--- src/rtl/serial_word_tx.sv ---
// Parallel-in, serial-out word transmitter: a one-cycle word_clear strobe, then
// WIDTH data bits LSB-first with bit_valid/last_bit framing.
module serial_word_tx #(
  parameter int WIDTH = 8,
  parameter int CNT_W = $clog2(WIDTH)
) (
  input  logic             clk,
  input  logic             reset,
  input  logic             load_valid,
  input  logic [WIDTH-1:0] load_data,
  output logic             load_ready,
  output logic             serial_out,
  output logic             bit_valid,
  output logic             last_bit,
  output logic             word_clear,
  output logic             busy
);

  // state | meaning
  // IDLE  | no word in flight, ready for a new word
  // CLEAR | one-cycle word_clear strobe ahead of bit 0
  // SHIFT | presenting data bit cnt on serial_out
  typedef enum logic [1:0] {
    IDLE  = 2'd0,
    CLEAR = 2'd1,
    SHIFT = 2'd2
  } state_t;

  localparam logic [CNT_W-1:0] CNT_LAST = CNT_W'(WIDTH - 1);

  state_t           state, state_nx;
  logic [WIDTH-1:0] shreg, shreg_nx;
  logic [CNT_W-1:0] cnt, cnt_nx;
  logic             serial_nx, bit_valid_nx, last_nx, clear_nx, busy_nx;
  logic             at_last, accept;

  assign at_last    = (cnt == CNT_LAST);
  assign load_ready = (state == IDLE) || ((state == SHIFT) && at_last);
  assign accept     = load_valid && load_ready;

  // Outputs are computed for the cycle being entered and then registered.
  always_comb begin
    state_nx     = state;
    shreg_nx     = shreg;
    cnt_nx       = cnt;
    serial_nx    = 1'b0;
    bit_valid_nx = 1'b0;
    last_nx      = 1'b0;
    clear_nx     = 1'b0;
    busy_nx      = 1'b0;
    case (state)
      IDLE: begin
        if (accept) begin
          state_nx = CLEAR;
          shreg_nx = load_data;
          cnt_nx   = '0;
          clear_nx = 1'b1;
          busy_nx  = 1'b1;
        end
      end
      CLEAR: begin
        state_nx     = SHIFT;
        serial_nx    = shreg[0];
        shreg_nx     = shreg >> 1;
        cnt_nx       = '0;
        bit_valid_nx = 1'b1;
        busy_nx      = 1'b1;
      end
      SHIFT: begin
        if (at_last) begin
          cnt_nx = '0;
          if (accept) begin
            state_nx = CLEAR;
            shreg_nx = load_data;
            clear_nx = 1'b1;
            busy_nx  = 1'b1;
          end else begin
            state_nx = IDLE;
            shreg_nx = '0;
          end
        end else begin
          serial_nx    = shreg[0];
          shreg_nx     = shreg >> 1;
          cnt_nx       = cnt + CNT_W'(1);
          bit_valid_nx = 1'b1;
          busy_nx      = 1'b1;
          last_nx      = (cnt_nx == CNT_LAST);
        end
      end
      default: begin
        state_nx = IDLE;
        shreg_nx = '0;
        cnt_nx   = '0;
      end
    endcase
  end

  always_ff @(posedge clk) begin
    if (reset) begin
      state      <= IDLE;
      shreg      <= '0;
      cnt        <= '0;
      serial_out <= 1'b0;
      bit_valid  <= 1'b0;
      last_bit   <= 1'b0;
      word_clear <= 1'b0;
      busy       <= 1'b0;
    end else begin
      state      <= state_nx;
      shreg      <= shreg_nx;
      cnt        <= cnt_nx;
      serial_out <= serial_nx;
      bit_valid  <= bit_valid_nx;
      last_bit   <= last_nx;
      word_clear <= clear_nx;
      busy       <= busy_nx;
    end
  end

endmodule

--- config.mk ---
export PLATFORM = sky130hd
export DESIGN_NAME = serial_word_tx
export DESIGN_NICKNAME = d
export VERILOG_FILES = /design/src/rtl/serial_word_tx.sv
export SDC_FILE = /design/constraint.sdc
export NUM_CORES = 1
export LEC_CHECK = 0
export CORE_MARGIN = 1
export CORE_UTILIZATION = 44
export DETAILED_ROUTE_END_ITERATION = 8
export PLACE_DENSITY = 0.74
export SYNTH_ARGS = -nofsm -noshare
export SYNTH_HDL_FRONTEND = slang
export SYNTH_SLANG_ARGS = --single-unit
--- constraint.sdc ---
create_clock -name clk -period 2.9 [get_ports clk]
set_input_delay 0.29 -clock clk [delete_from_list [all_inputs] [get_ports clk]]
set_output_delay 0.29 -clock clk [all_outputs]
set_load 0.1 [all_outputs]
Yosys cells after proc, flatten, opt, wreduce, memory -nomap -nowiden
Index checks and enable logic that the tools add are counted.
- register bits after elaboration: 18
- input bits: 11
- output and inout bits: 6
- word-level logic and storage cells: 42
- add/sub/neg operators: 1
- equal/unequal tests: 6
- mux-type cells: 20
- bitwise logic cells: 1
- reductions and logical operators: 6
- operator list (operator ; number):
    8-bit 2-to-1 mux ; 3
    8-bit one-hot mux with 3 select lines ; 1
    3-bit == test, second input constant ; 2
    1-bit 2-to-1 mux ; 6
    3-bit 2-to-1 mux ; 2
    1-bit one-hot mux with 2 select lines ; 3
    2-bit one-hot mux with 3 select lines ; 1
    3-bit one-hot mux with 2 select lines ; 1
    2-bit 2-to-1 mux ; 2
    2-bit inequality test, second input constant ; 2
    3-bit by 1-bit adder with 3-bit output, second input constant ; 1
    1-bit one-hot mux with 3 select lines ; 1
    3-bit OR reduction ; 1
    2-bit by 1-bit == test with 1-bit output, second input constant ; 1
    2-bit == test, second input constant ; 1
    1-bit logical AND ; 2
    2-bit logical NOT ; 1
    2-bit AND reduction ; 1
    1-bit logical OR ; 1
    1-bit NOT ; 1

Longest topological paths before layout
- depth after elaboration: 7
- depth in mapped cells: 7
- depth with buffers taken out: 6

Least setup slack after synthesis
Ideal clock, no wire load.
- path type: reg-to-output
- start: register state[0]
- end: output port load_ready
- arrival: 1.438 ns
- data required time: 2.610 ns
- path slack: 1.172 ns
- cell stages (with the launch flop): 6
- path buffers: 1
- cells stage by stage: dfxtp_1 inv_1 ha_1 buf_4 a21oi_1 inv_1
- word-level cells in the longest chain between the ends: 3
- elaborated cells between the ends (all ways): 4
- classes of those cells: eq/ne (1); reduce/logical (3)
- RTL lines (what ; RTL line ; RTL):
    start: declaration ; 31 ; state_t state, state_nx;
    start signal: assignment ; 109 ; state <= state_nx;
    2-bit == test ; 38 ; assign load_ready = (state == IDLE) || ((state == SHIFT) && at_last);
    1-bit logical AND ; 38 ;
    1-bit logical OR * ; 38 ;
    end: declaration ; 11 ; output logic load_ready,
Mark *: on every way between the ends. The rest lies on a longest branch, timed or not.

Final worst setup path
Same ends and word-level chain as after synthesis.

==> parameters.txt <==
Parameter                              Value

Pwr
  Worst-case vdd ir drop    329.2 uV
  Leakage dissipation    0.4252 nW
  Power density over the cells    551.2 nW/um2

Timing
  Post-layout minimum cycle time    1.986 ns
  Final number of hold-violating endpoints    0
  Hold Slack    0.4613 ns
  Setup violations, final    0
  Unrepaired setup endpoints after global routing    no
  Highest attainable clock frequency    503.5 MHz
  Sum of negative setup slack    0 ns
  Final count of pins violating max slew    0
  Slew headroom    60.52%
  Slew @ Worst Pin    0.5904 ns
  Worst Clk Skew    0.009984 ns
  Share of the clock period used by the worst path after layout    68.49%

Final layout
  Final instance area    1044 um2
  Layout Cells excl Fill    135
  Filler cell count in the final layout    155
  # diodes    0
  Total Nets Final    130
  Area occupied by registers    360.3 um2
  Area occupied by multi-input gates    447.9 um2
  Leading cell types in the layout, fill and taps excluded    sky130_fd_sc_hd__dfxtp_1 (18), sky130_fd_sc_hd__a21oi_1 (14), sky130_fd_sc_hd__nand2_1 (11)
  Most frequent standard cell in the layout excluding fill and tap cells    sky130_fd_sc_hd__dfxtp_1
  Layout Utilization    59.15%
  Relative area change from synthesis to final layout    22.65%
  Share of post-route cells with drive strength above 1    12.73%

Global route
  Vias in the first global route    564
  Congestion Overflow GR    0
  Wire length of the first global-routing pass    2497 um
  Tot GR Track Use    16.97%
  Largest net degree at the start of global routing    19
  Initial antenna violation count    0

Place
  Final HPWL DP    1112 um
  Placed Area    1007 um2
  Cell count after placement    131
  Port Buf Inserts    16
  RePlAce Congestion    0.8510

Drt
  Antenna Violating Nets Remaining    0
  Vias per std cell    5.133
  DRC errors left    0
  Total wire length    1494 um
  Wire length per cell    11.07 um
  Pre-antenna DRT Iters    4
  Overall via count from detail_route    693
  Starting DRT DRC Count    12

Clock tree
  Later-pin clock latency in the skew report    0.29 ns
  Count of instances resized after the clock tree is built    0
  TritonCTS Buffers    3
  Number of levels the H-tree was split into    1
  Setup bufs post-CTS    0
  Number of buffers added to fix hold violations after cts    0
  Num Clock Sinks    18
  Max clock buf depth    2
  Clock transition at the registers of the reported paths    0.11 ns
  Clk Tree Root Cell    sky130_fd_sc_hd__clkbuf_4
  CTS tree    done

Worst setup path
  Crit. Startpoint    state[0]
  Maximum fanout count along the critical path    7
  Crit path kind    flop to primary output
  Start of the worst register-to-register path    cnt[0]
  Kind of start point of the critical path    flop
  Path depth of the worst reg2reg path    6
  Worst Path Required    2.61 ns
  Worst reg2reg endpoint    shreg[3]
  Arrival @ worst endpoint    1.70 ns
  Worst-case register-to-register setup slack    1.22 ns
  Critical Path End Type    primary output

Yosys
  Total of warnings raised by yosys    0
  Sequential fraction of the synthesis area    42.35%
  Area of the mapped netlist    850.8 um2
  Synthesis-stage register bit count    18
  Average instance area after synthesis    9.051 um2
  Syn nets    113
  Yosys cell types    25
  Gate count after technology mapping    94

Run
  Maximum capacitance violations    0

Min path
  Worst hold path stage count    2
  Hold Path Sink    shreg[4]
  Startpoint of the tightest hold check path    shreg[4]
  HP Class    flop to flop

Floorplanning
  Starting density of the core    48.23%
  Core Area    1764 um2
  Die boundary height    45.98 um
  Standard-cell row count    15
  Die extent in x    45.98 um
  Die Outline Area    2114 um2
  Top-level port count    17

Run status
  Status    finished, final reports clean
-- final cells by class --
class | count | share of cell area (%)
sequential | 18 | 34.53
timing repair buffer | 16 | 13.91
inverter | 6 | 2.158
tap | 25 | 2.998
multi-input combinational | 66 | 42.93
clock buffer | 4 | 3.477
-- metrics by stage --
step,total power [mW],worst slack (ns)
global route,0.6100,0.7577
global placement,0.4244,1.194
CTS,0.5786,0.9055
detailed placement,0.4264,1.170
finish,0.5752,0.9137
floorplan,0.3892,1.172
-- per-layer routing --
layer	share of wire [%]	wire length, um	track usage [%]	up-vias
li1	-	-	-	357
met1	49	734	22.95	316
met2	46	686	25.07	18
met3	3.8	57	4.762	2
met4	0.94	14	7.059	0
met5	0	0	0	-
-- worst max-delay path, cell delays in order, from the launching register on --
cell	delay, ns
sky130_fd_sc_hd__dfxtp_1	0.41
sky130_fd_sc_hd__inv_1	0.08
sky130_fd_sc_hd__ha_1	0.31
sky130_fd_sc_hd__a21oi_1	0.31
sky130_fd_sc_hd__inv_1	0.07
sky130_fd_sc_hd__buf_4	0.23
-- power breakdown --
| group | switching, mW | internal, mW | total (mW) |
|---|---|---|---|
| logic | 0.0969 | 0.0517 | 0.149 |
| registers | 0.00856 | 0.263 | 0.271 |
| clock network | 0.0787 | 0.0764 | 0.155 |
-- how the worst max path moves through the flow --
stage,to,cells past startpoint
3_5_place_dp,shreg[5],5
2_1_floorplan,load_ready,5
3_3_place_gp,shreg[6],5
4_1_cts,load_ready,5
6_report,load_ready,5
5_1_grt,load_ready,5
-- flip-flops by register name, indices dropped and copies added (netlist names) --
signal and flops:
serial_out 1, state 2, word_clear 1, cnt 3, bit_valid 1, shreg 8, last_bit 1, busy 1
-- cells in the mapped netlist --
cell	number	share of area, %
sky130_fd_sc_hd__a21oi_1	14	8.2
sky130_fd_sc_hd__a211oi_4	1	2.4
sky130_fd_sc_hd__nor2_2	1	0.74
sky130_fd_sc_hd__inv_1	6	2.6
sky130_fd_sc_hd__clkbuf_1	1	0.44
sky130_fd_sc_hd__nand2b_1	2	1.5
sky130_fd_sc_hd__buf_4	1	0.88
sky130_fd_sc_hd__nand2_1	11	4.9
sky130_fd_sc_hd__and2_1	1	0.74
sky130_fd_sc_hd__and3b_1	1	1.0
sky130_fd_sc_hd__buf_2	1	0.59
sky130_fd_sc_hd__nor3_1	4	2.4
sky130_fd_sc_hd__dfxtp_1	18	42
sky130_fd_sc_hd__a22oi_1	8	7.1
sky130_fd_sc_hd__nor3b_1	1	0.88
sky130_fd_sc_hd__nand2b_4	1	1.6
sky130_fd_sc_hd__o41ai_1	1	1.0
sky130_fd_sc_hd__buf_1	1	0.44
sky130_fd_sc_hd__ha_1	8	12
sky130_fd_sc_hd__nor2b_4	1	1.6
sky130_fd_sc_hd__nand3_1	2	1.2
sky130_fd_sc_hd__mux2i_1	1	1.2
sky130_fd_sc_hd__nand3b_1	1	0.88
sky130_fd_sc_hd__nor2_1	6	2.6
sky130_fd_sc_hd__a31o_1	1	1.0
-- logic make-up (layout without fill, tap and decap cells) --
kind of cell	Yosys count	count (layout)	share of synthesized area, %
flip-flops	18	18	42.35
buffers and inverters	10	26	4.999
adder cells (fa/ha/maj)	8	8	11.77
multiplexers	1	1	1.177
AO/OA/AOI/OAI	25	25	19.71
AND/OR/NAND/NOR	32	32	20.00
No activity file was read; power rests on OpenSTA's default activity.
